`config.mk`:
```
export PLATFORM = sky130hd
export DESIGN_NAME = snax_simbacore_csr_ctrl
export DESIGN_NICKNAME = d
export VERILOG_FILES = /design/src/rtl/snax_simbacore_csr_ctrl.sv
export SDC_FILE = /design/constraint.sdc
export NUM_CORES = 1
export LEC_CHECK = 0
export CAP_MARGIN = 20
export CORE_MARGIN = 4
export CORE_UTILIZATION = 40
export CTS_BUF_LIST = sky130_fd_sc_hd__clkbuf_8
export DETAILED_ROUTE_END_ITERATION = 8
export PLACE_DENSITY = 0.79
export SLEW_MARGIN = 20
export SYNTH_ARGS = -nofsm -noshare
export SYNTH_HDL_FRONTEND = slang
export SYNTH_SLANG_ARGS = --single-unit
```
`constraint.sdc`:
```
create_clock -name clk_i -period 5.2 [get_ports clk_i]
set_input_delay 1.04 -clock clk_i [delete_from_list [all_inputs] [get_ports clk_i]]
set_output_delay 1.04 -clock clk_i [all_outputs]
set_load 0.1 [all_outputs]
```
`src/rtl/snax_simbacore_csr_ctrl.sv`:
```
// rtl/snax_simbacore_csr_ctrl.sv - CSR-side job controller for SimbaCore: config launch and output-beat tracking
//
// Purpose:
//   Accepts a job from the CSR manager and latches its config words. It then
//   presents them to SimbaCore through a valid/ready config handshake. After that
//   it counts output beats on the monitored acc2stream ports until the expected
//   total is reached. Busy/done status and a cycle counter are exported as
//   read-only CSR words.
//
// Ports:
//   clk_i                 rising-edge clock
//   rst_i                 synchronous active-high reset
//   csr_reg_set_i         RegRWCount config words; word [CfgCount] is the expected beat total
//   csr_reg_set_valid_i   CSR manager offers a new job
//   csr_reg_set_ready_o   controller can accept a job (IDLE only)
//   csr_reg_ro_set_o      status words: [0] = {done, busy}, [1] = cycle count
//   cfg_bits_o            latched config words to SimbaCore io_config_bits_*
//   cfg_valid_o           SimbaCore io_config_valid
//   cfg_ready_i           SimbaCore io_config_ready
//   out_valid_i           acc2stream valid taps
//   out_ready_i           acc2stream ready taps

module snax_simbacore_csr_ctrl #(
    parameter int RegDataWidth = 32,
    parameter int CfgCount     = 5,
    parameter int RegRWCount   = 6,
    parameter int RegROCount   = 2,
    parameter int NumOut       = 3
) (
    input  logic                                     clk_i,
    input  logic                                     rst_i,
    input  logic [RegRWCount-1:0][RegDataWidth-1:0]  csr_reg_set_i,
    input  logic                                     csr_reg_set_valid_i,
    output logic                                     csr_reg_set_ready_o,
    output logic [RegROCount-1:0][RegDataWidth-1:0]  csr_reg_ro_set_o,
    output logic [CfgCount-1:0][RegDataWidth-1:0]    cfg_bits_o,
    output logic                                     cfg_valid_o,
    input  logic                                     cfg_ready_i,
    input  logic [NumOut-1:0]                        out_valid_i,
    input  logic [NumOut-1:0]                        out_ready_i
);

    localparam int IncW = $clog2(NumOut + 1);
    localparam int SumW = RegDataWidth + 2;

    typedef enum logic [1:0] {
        IDLE   = 2'd0,
        LAUNCH = 2'd1,
        RUN    = 2'd2
    } state_t;

    state_t                  state;
    logic [RegDataWidth-1:0] exp_cnt;
    logic [RegDataWidth-1:0] beat_cnt;
    logic [RegDataWidth-1:0] cycle_cnt;
    logic                    done;

    logic [IncW-1:0]         inc;
    logic [SumW-1:0]         beat_sum;
    logic                    beat_reached;
    logic [RegDataWidth-1:0] beat_next;
    logic                    job_accept;
    logic                    cfg_fire;
    logic                    busy;

    // Number of beats that completed a handshake this cycle, across all ports.
    always_comb begin
        inc = '0;
        for (int i = 0; i < NumOut; i++) begin
            inc = inc + IncW'(out_valid_i[i] & out_ready_i[i]);
        end
    end

    // Widened sum so the end-of-job compare never suffers from wrap; the stored
    // count itself saturates instead of wrapping.
    always_comb begin
        beat_sum     = {2'b00, beat_cnt} + SumW'(inc);
        beat_reached = (beat_sum >= {2'b00, exp_cnt});
        if (beat_sum[SumW-1:RegDataWidth] != 2'b00) begin
            beat_next = '1;
        end else begin
            beat_next = beat_sum[RegDataWidth-1:0];
        end
    end

    assign csr_reg_set_ready_o = (state == IDLE);
    assign job_accept          = csr_reg_set_valid_i & csr_reg_set_ready_o;
    assign cfg_fire            = cfg_valid_o & cfg_ready_i;
    assign busy                = (state != IDLE);

    always_ff @(posedge clk_i) begin
        if (rst_i) begin
            state       <= IDLE;
            cfg_valid_o <= 1'b0;
            cfg_bits_o  <= '0;
            exp_cnt     <= '0;
            beat_cnt    <= '0;
            cycle_cnt   <= '0;
            done        <= 1'b0;
        end else begin
            // Cycle counter covers every cycle the job is in flight.
            if (state != IDLE && cycle_cnt != '1) begin
                cycle_cnt <= cycle_cnt + 1'b1;
            end

            unique case (state)
                IDLE: begin
                    if (job_accept) begin
                        for (int i = 0; i < CfgCount; i++) begin
                            cfg_bits_o[i] <= csr_reg_set_i[i];
                        end
                        exp_cnt     <= csr_reg_set_i[CfgCount];
                        beat_cnt    <= '0;
                        cycle_cnt   <= '0;
                        done        <= 1'b0;
                        cfg_valid_o <= 1'b1;
                        state       <= LAUNCH;
                    end
                end

                LAUNCH: begin
                    // cfg_bits_o is not touched here, so it stays stable
                    // for as long as SimbaCore withholds ready.
                    if (cfg_fire) begin
                        cfg_valid_o <= 1'b0;
                        if (exp_cnt == '0) begin
                            done  <= 1'b1;
                            state <= IDLE;
                        end else begin
                            state <= RUN;
                        end
                    end
                end

                RUN: begin
                    beat_cnt <= beat_next;
                    if (beat_reached) begin
                        done  <= 1'b1;
                        state <= IDLE;
                    end
                end

                default: begin
                    cfg_valid_o <= 1'b0;
                    state       <= IDLE;
                end
            endcase
        end
    end

    always_comb begin
        csr_reg_ro_set_o    = '0;
        csr_reg_ro_set_o[0] = {{(RegDataWidth-2){1'b0}}, done, busy};
        csr_reg_ro_set_o[1] = cycle_cnt;
    end

endmodule

```
-- After elaboration in Yosys (flattened, before gate mapping)
Cells that the tools add are included.
- flip-flop bits (word level): 260
- input port bits: 202
- add/sub/neg operators: 4
- order comparisons: 1
- eq/ne operators: 7
- mux-type cells: 19
- bitwise logic cells: 6
- reductions and logical operators: 12
- operator list (operator ; number):
    two-way mux 32 bit ; 5
    case mux 32 bit (2 select lines) ; 1
    adder 32 x 2 -> 33 bit ; 1
    >= comparator 33 x 32 -> 1 bit ; 1
    adder 32 x 1 -> 32 bit (second input constant) ; 1
    logical NOT 32 bit ; 1
    != test 32 bit (second input constant) ; 1
    two-way mux 2 bit ; 4
    two-way mux 1 bit ; 6
    != test 2 bit (second input constant) ; 3
    case mux 1 bit (3 select lines) ; 2
    case mux 2 bit (3 select lines) ; 1
    AND reduction 3 bit ; 2
    nonzero test 2 bit ; 3
    AND 1 bit ; 5
    AND reduction 5 bit ; 1
    AND reduction 2 bit ; 2
    nonzero test 3 bit ; 1
    adder 1 x 1 -> 2 bit ; 1
    adder 2 x 1 -> 2 bit ; 1
    == test 2 x 1 -> 1 bit (second input constant) ; 1
    == test 2 bit (second input constant) ; 1
    logical NOT 2 bit ; 1
    != test 2 x 1 -> 1 bit (second input constant) ; 1
    2 further kinds ; 2

-- Logic depth before layout (Yosys ltp)
- word-level depth: 7
- depth in mapped cells: 16
- mapped depth without buffers: 16

-- Worst setup path before layout
No wires, ideal clock.
- path type: input -> register
- from: input out_valid_i[0]
- to: register state[1]
- library setup time: 121 ps
- data arrival time: 5100 ps
- data required time: 5079 ps
- slack: -21 ps
- cell stages on the path: 15
- path through: and2_1 -> fa_1 -> ha_1 -> fa_1 -> nand3_2 -> nor4_4 -> nand4_1 -> nor2_1 -> xor2_1 -> ha_1 -> nand4_1 -> or2_2 -> a2111oi_0 -> a21oi_1 -> mux2_2
- word-level cells in the longest chain between the ends: 7
- ends and longest elaborated chain (what ; line ; RTL):
    from (decl) ; 39 ; input logic [NumOut-1:0] out_valid_i,
    AND 1 bit ; 70 ; inc = inc + IncW'(out_valid_i[i] & out_ready_i[i]);
    adder 1 x 1 -> 2 bit ; 70 ;
    adder 2 x 1 -> 2 bit ; 70 ;
    adder 32 x 2 -> 33 bit ; 77 ; beat_sum = {2'b00, beat_cnt} + SumW'(inc);
    >= comparator 33 x 32 -> 1 bit ; 78 ; beat_reached = (beat_sum >= {2'b00, exp_cnt});
    != test 2 bit (no line) ; n/a ;
    AND reduction 3 bit (no line) ; n/a ;
    to (signal assigned) ; 93 ; state <= IDLE;
    to (signal assigned) ; 117 ; state <= LAUNCH;
    to (signal assigned) ; 128 ; state <= IDLE;
    to (decl) ; 52 ; state_t state;
Every way passes these cells.
A chain may end at the register's enable or synchronous reset.

-- Final worst setup path
Same ends and word-level chain as after synthesis.

==> run_results.csv <==
group,metric,value,unit
outcome,outcome,"complete, no violations",
yosys,yosysSeqAreaShare,44.8,%
critical_path,endpoint_kind,"flop",
yosys,ys_types,59,
global_route,grt-ovfl-total,0,
cells_and_area,mostFrequentLayoutCell,"nand2_1",
drt,num_vias,11700,
min_path,hold_depth,2,
drt,drcViolationCount,0,
critical_path,critical_path.startpoint_type,"input port",
cts,clk_path_buf_depth,3,
power_and_ir_drop,power.density,472,nW/um2
critical_path,crit_top_cell,"ha_1",
job,drv_cap,0,
yosys,synth_edf_count,0,
die,fp-row-count,62,
die,die_w,178,um
critical_path,crit_type,"in -> reg",
cts,hold_buffers,0,
global_route,met3_usage,7.35,%
critical_path,cp_max_fo,2,
cts,clk_pin_slew,0.06,ns
global_route,grt_max_degree,84,
critical_path,rr_startpoint,"beat_cnt[0]",
cells_and_area,num-nets-final,2132,
sta,fin_crit,4.94,ns
cells_and_area,mostFrequentLayoutCells,"nand2_1 (445), clkdlybuf4s50_1 (396), a21oi_1 (264), dfxtp_1 (260), clkbuf_8 (63)",
cells_and_area,seqCellArea,5200,um2
die,io_pins,428,
cts,post_cts.repair.setup_buffers,0,
drt,wl_per_cell,16.3,um
cts,cts_tree,"done",
sta,tightest_slew,1.08,ns
critical_path,crit_chain,"clkdlybuf4s50_1 > and2_1 > fa_1 > ha_1 > a21o_1 > nand3_1 > or4b_4 > o21a_1 > or2_2 > ha_1 > nand2_1 > o21ai_0 > a211oi_1 > a2111oi_1 > a21oi_1 > mux2_2",
cts,htree_levels,2,
sta,hold_ws,0.451,ns
global_route,use_met2,36.9,%
drt,via_per_inst,5.07,
sta,rsz0062_at_grt,"false",
global_route,grt_pass1_vias,11300,
cts,clk_latency,0.54,ns
die,coreArea,28700,um2
min_path,worstHoldPathType,"reg -> reg",
yosys,syn_area_per_cell,7.70,um2
min_path,hold_start,"cfg_bits_o[58]",
global_route,track_usage,22.2,%
drt,wirelength,37600,um
global_route,grt_pass1_wl,57500,um
global_route,antenna_found_initial,5,
yosys,syn-cell-area,11600,um2
critical_path,cp_data_arrival_time,5.38,ns
place,hpwlAfterDp,26900,um
critical_path,slowest_delay,0.58,ns
die,die_area,31800,um2
sta,final.period_utilization,95.1,%
place,gp_congestion,0.936,
critical_path,crit_required,5.64,ns
yosys,async_flop_share,0,%
cts,cts-root-buf,"clkbuf_8",
cts,cts_made_buffers,47,
critical_path,r2r_end,"state[1]",
power_and_ir_drop,ir_worst_vdd,338,uV
place,port_buffers,397,
drt,drtIter0Drc,906,
sta,fmax,202,MHz
sta,maxSlewHeadroom,27.6,%
cells_and_area,fin_util,58.5,%
global_route,grt_util_met1,26.1,%
cells_and_area,fillers,2496,
global_route,grt.busiest_layer,"met2",
die,start_util,40.4,%
sta,finalHoldViolations,0,
critical_path,r2r_cells,14,
drt,drtAntennaViolNets,0,
critical_path,reg2reg_slack,0.99,ns
yosys,ys_seq_elements,260,
cells_and_area,synthToLayoutAreaGrowth,44.6,%
cells_and_area,multi_input_area,5770,um2
die,fp.dieH,178,um
sta,slew_violations,0,
drt,first_pass_iters,5,
sta,setup_viol,0,
cells_and_area,final_layout_size_suffix_gt1_share,6.56,%
sta,fin_skew,0.0167,ns
critical_path,crit_buf_inv,1,
min_path,min_to,"cfg_bits_o[58]",
yosys,ys.flop_type,"dfxtp_1",
cts,cts_resized,0,
yosys,synth_cells,1508,
power_and_ir_drop,leakagePower,0.00635,uW
critical_path,path_delay_family,"compound AO/OA/AOI/OAI gates",
yosys,yosys_warnings,0,
cts,clock-sinks,260,
critical_path,cp_slowest_cell,"or4b_4",
==> cell families (layout without fill, tap and decap cells) <==
logic type	count (synthesis)	in the layout	synth area share [%]
AO/OA/AOI/OAI	360	360	16.5
XOR/XNOR	41	41	3.09
adder cells (fa/ha/maj)	40	40	4.44
buffers and inverters	169	554	6.67
flip-flops	260	260	44.8
multiplexers	2	2	0.183
other	1	35	0.0323
AND/OR/NAND/NOR	635	635	24.2
==> cell usage after synthesis, drive strengths merged (3+ instances only) <==
cell type	n	area (um2)
ha	38	475
or3	9	57.6
nand2	446	1670
nor2	46	180
nand3	20	118
nor2b	5	31.3
a21oi	265	1330
o21a	4	30.0
a31oi	4	25.0
a21o	7	52.6
or2	3	18.8
inv	45	169
dfxtp	260	5200
clkbuf	82	308
a31o	5	43.8
o21ai	56	280
and3	6	37.5
nand4	33	213
and2	13	82.6
nor4	13	103
a2111oi	4	35.0
buf	42	298
and4	12	113
xor2	10	87.6
nand2b	8	50.1
a211oi	6	50.1
xnor2	31	272
nor3	14	70.1
==> metal layers <==
| layer | up-vias | routed length [um] |
|---|---|---|
| li1 | 5776 | - |
| met5 | - | 12 |
| met4 | 2 | 1500 |
| met2 | 448 | 18300 |
| met1 | 5399 | 14500 |
| met3 | 96 | 3230 |
==> worst min-delay path: stages, from the launching register on <==
cell and delay [ns]:
dfxtp_1 0.31, nand2_1 0.05, a21oi_1 0.05
==> per-stage QoR <==
stage | setup WS [ns] | cells | setup TNS [ns] | cell area (um2) | total power, uW
floorplan | 0.0744 | 1537 | 0 | 11700 | 5130
global placement | -0.201 | 2225 | -0.476 | 15800 | 6020
finish | 0.256 | 2311 | 0 | 16800 | 7930
global route | 0.117 | 2310 | 0 | 16800 | 8280
CTS | 0.300 | 2306 | 0 | 16800 | 7980
detailed placement | -0.229 | 2225 | -0.621 | 15800 | 6060
==> how the worst max path moves through the flow <==
stage	start	to	slack (ns)	cells after the start
CTS	out_valid_i[0]	state[1]	0.30	16
global route	out_valid_i[0]	state[0]	0.12	20
detailed placement	out_valid_i[0]	state[1]	-0.23	16
floorplan	out_valid_i[0]	state[1]	0.07	15
finish	out_valid_i[0]	state[1]	0.26	16
global placement	out_valid_i[0]	state[1]	-0.20	16
==> cell type report <==
class / instances / share of cell area, %
inverter: 45 / 1.01
clock inverter: 18 / 0.440
multi-input combinational: 1108 / 34.4
timing repair buffer: 428 / 25.1
tap: 384 / 2.86
sequential: 260 / 31.0
clock buffer: 63 / 5.17
antenna: 5 / 0.0745
==> flip-flops by register name (all words and copies together) (netlist names) <==
register and flops:
cycle_cnt 32, cfg_bits_o 160, done 1, cfg_valid_o 1, state 2, exp_cnt 32, beat_cnt 32
==> where the power goes <==
group	internal [uW]	leakage, uW	switching (uW)
logic	857	0.00369	2730
clock network	1070	0.000541	833
registers	2270	0.00212	166
Power figures use the tool's default switching activity.
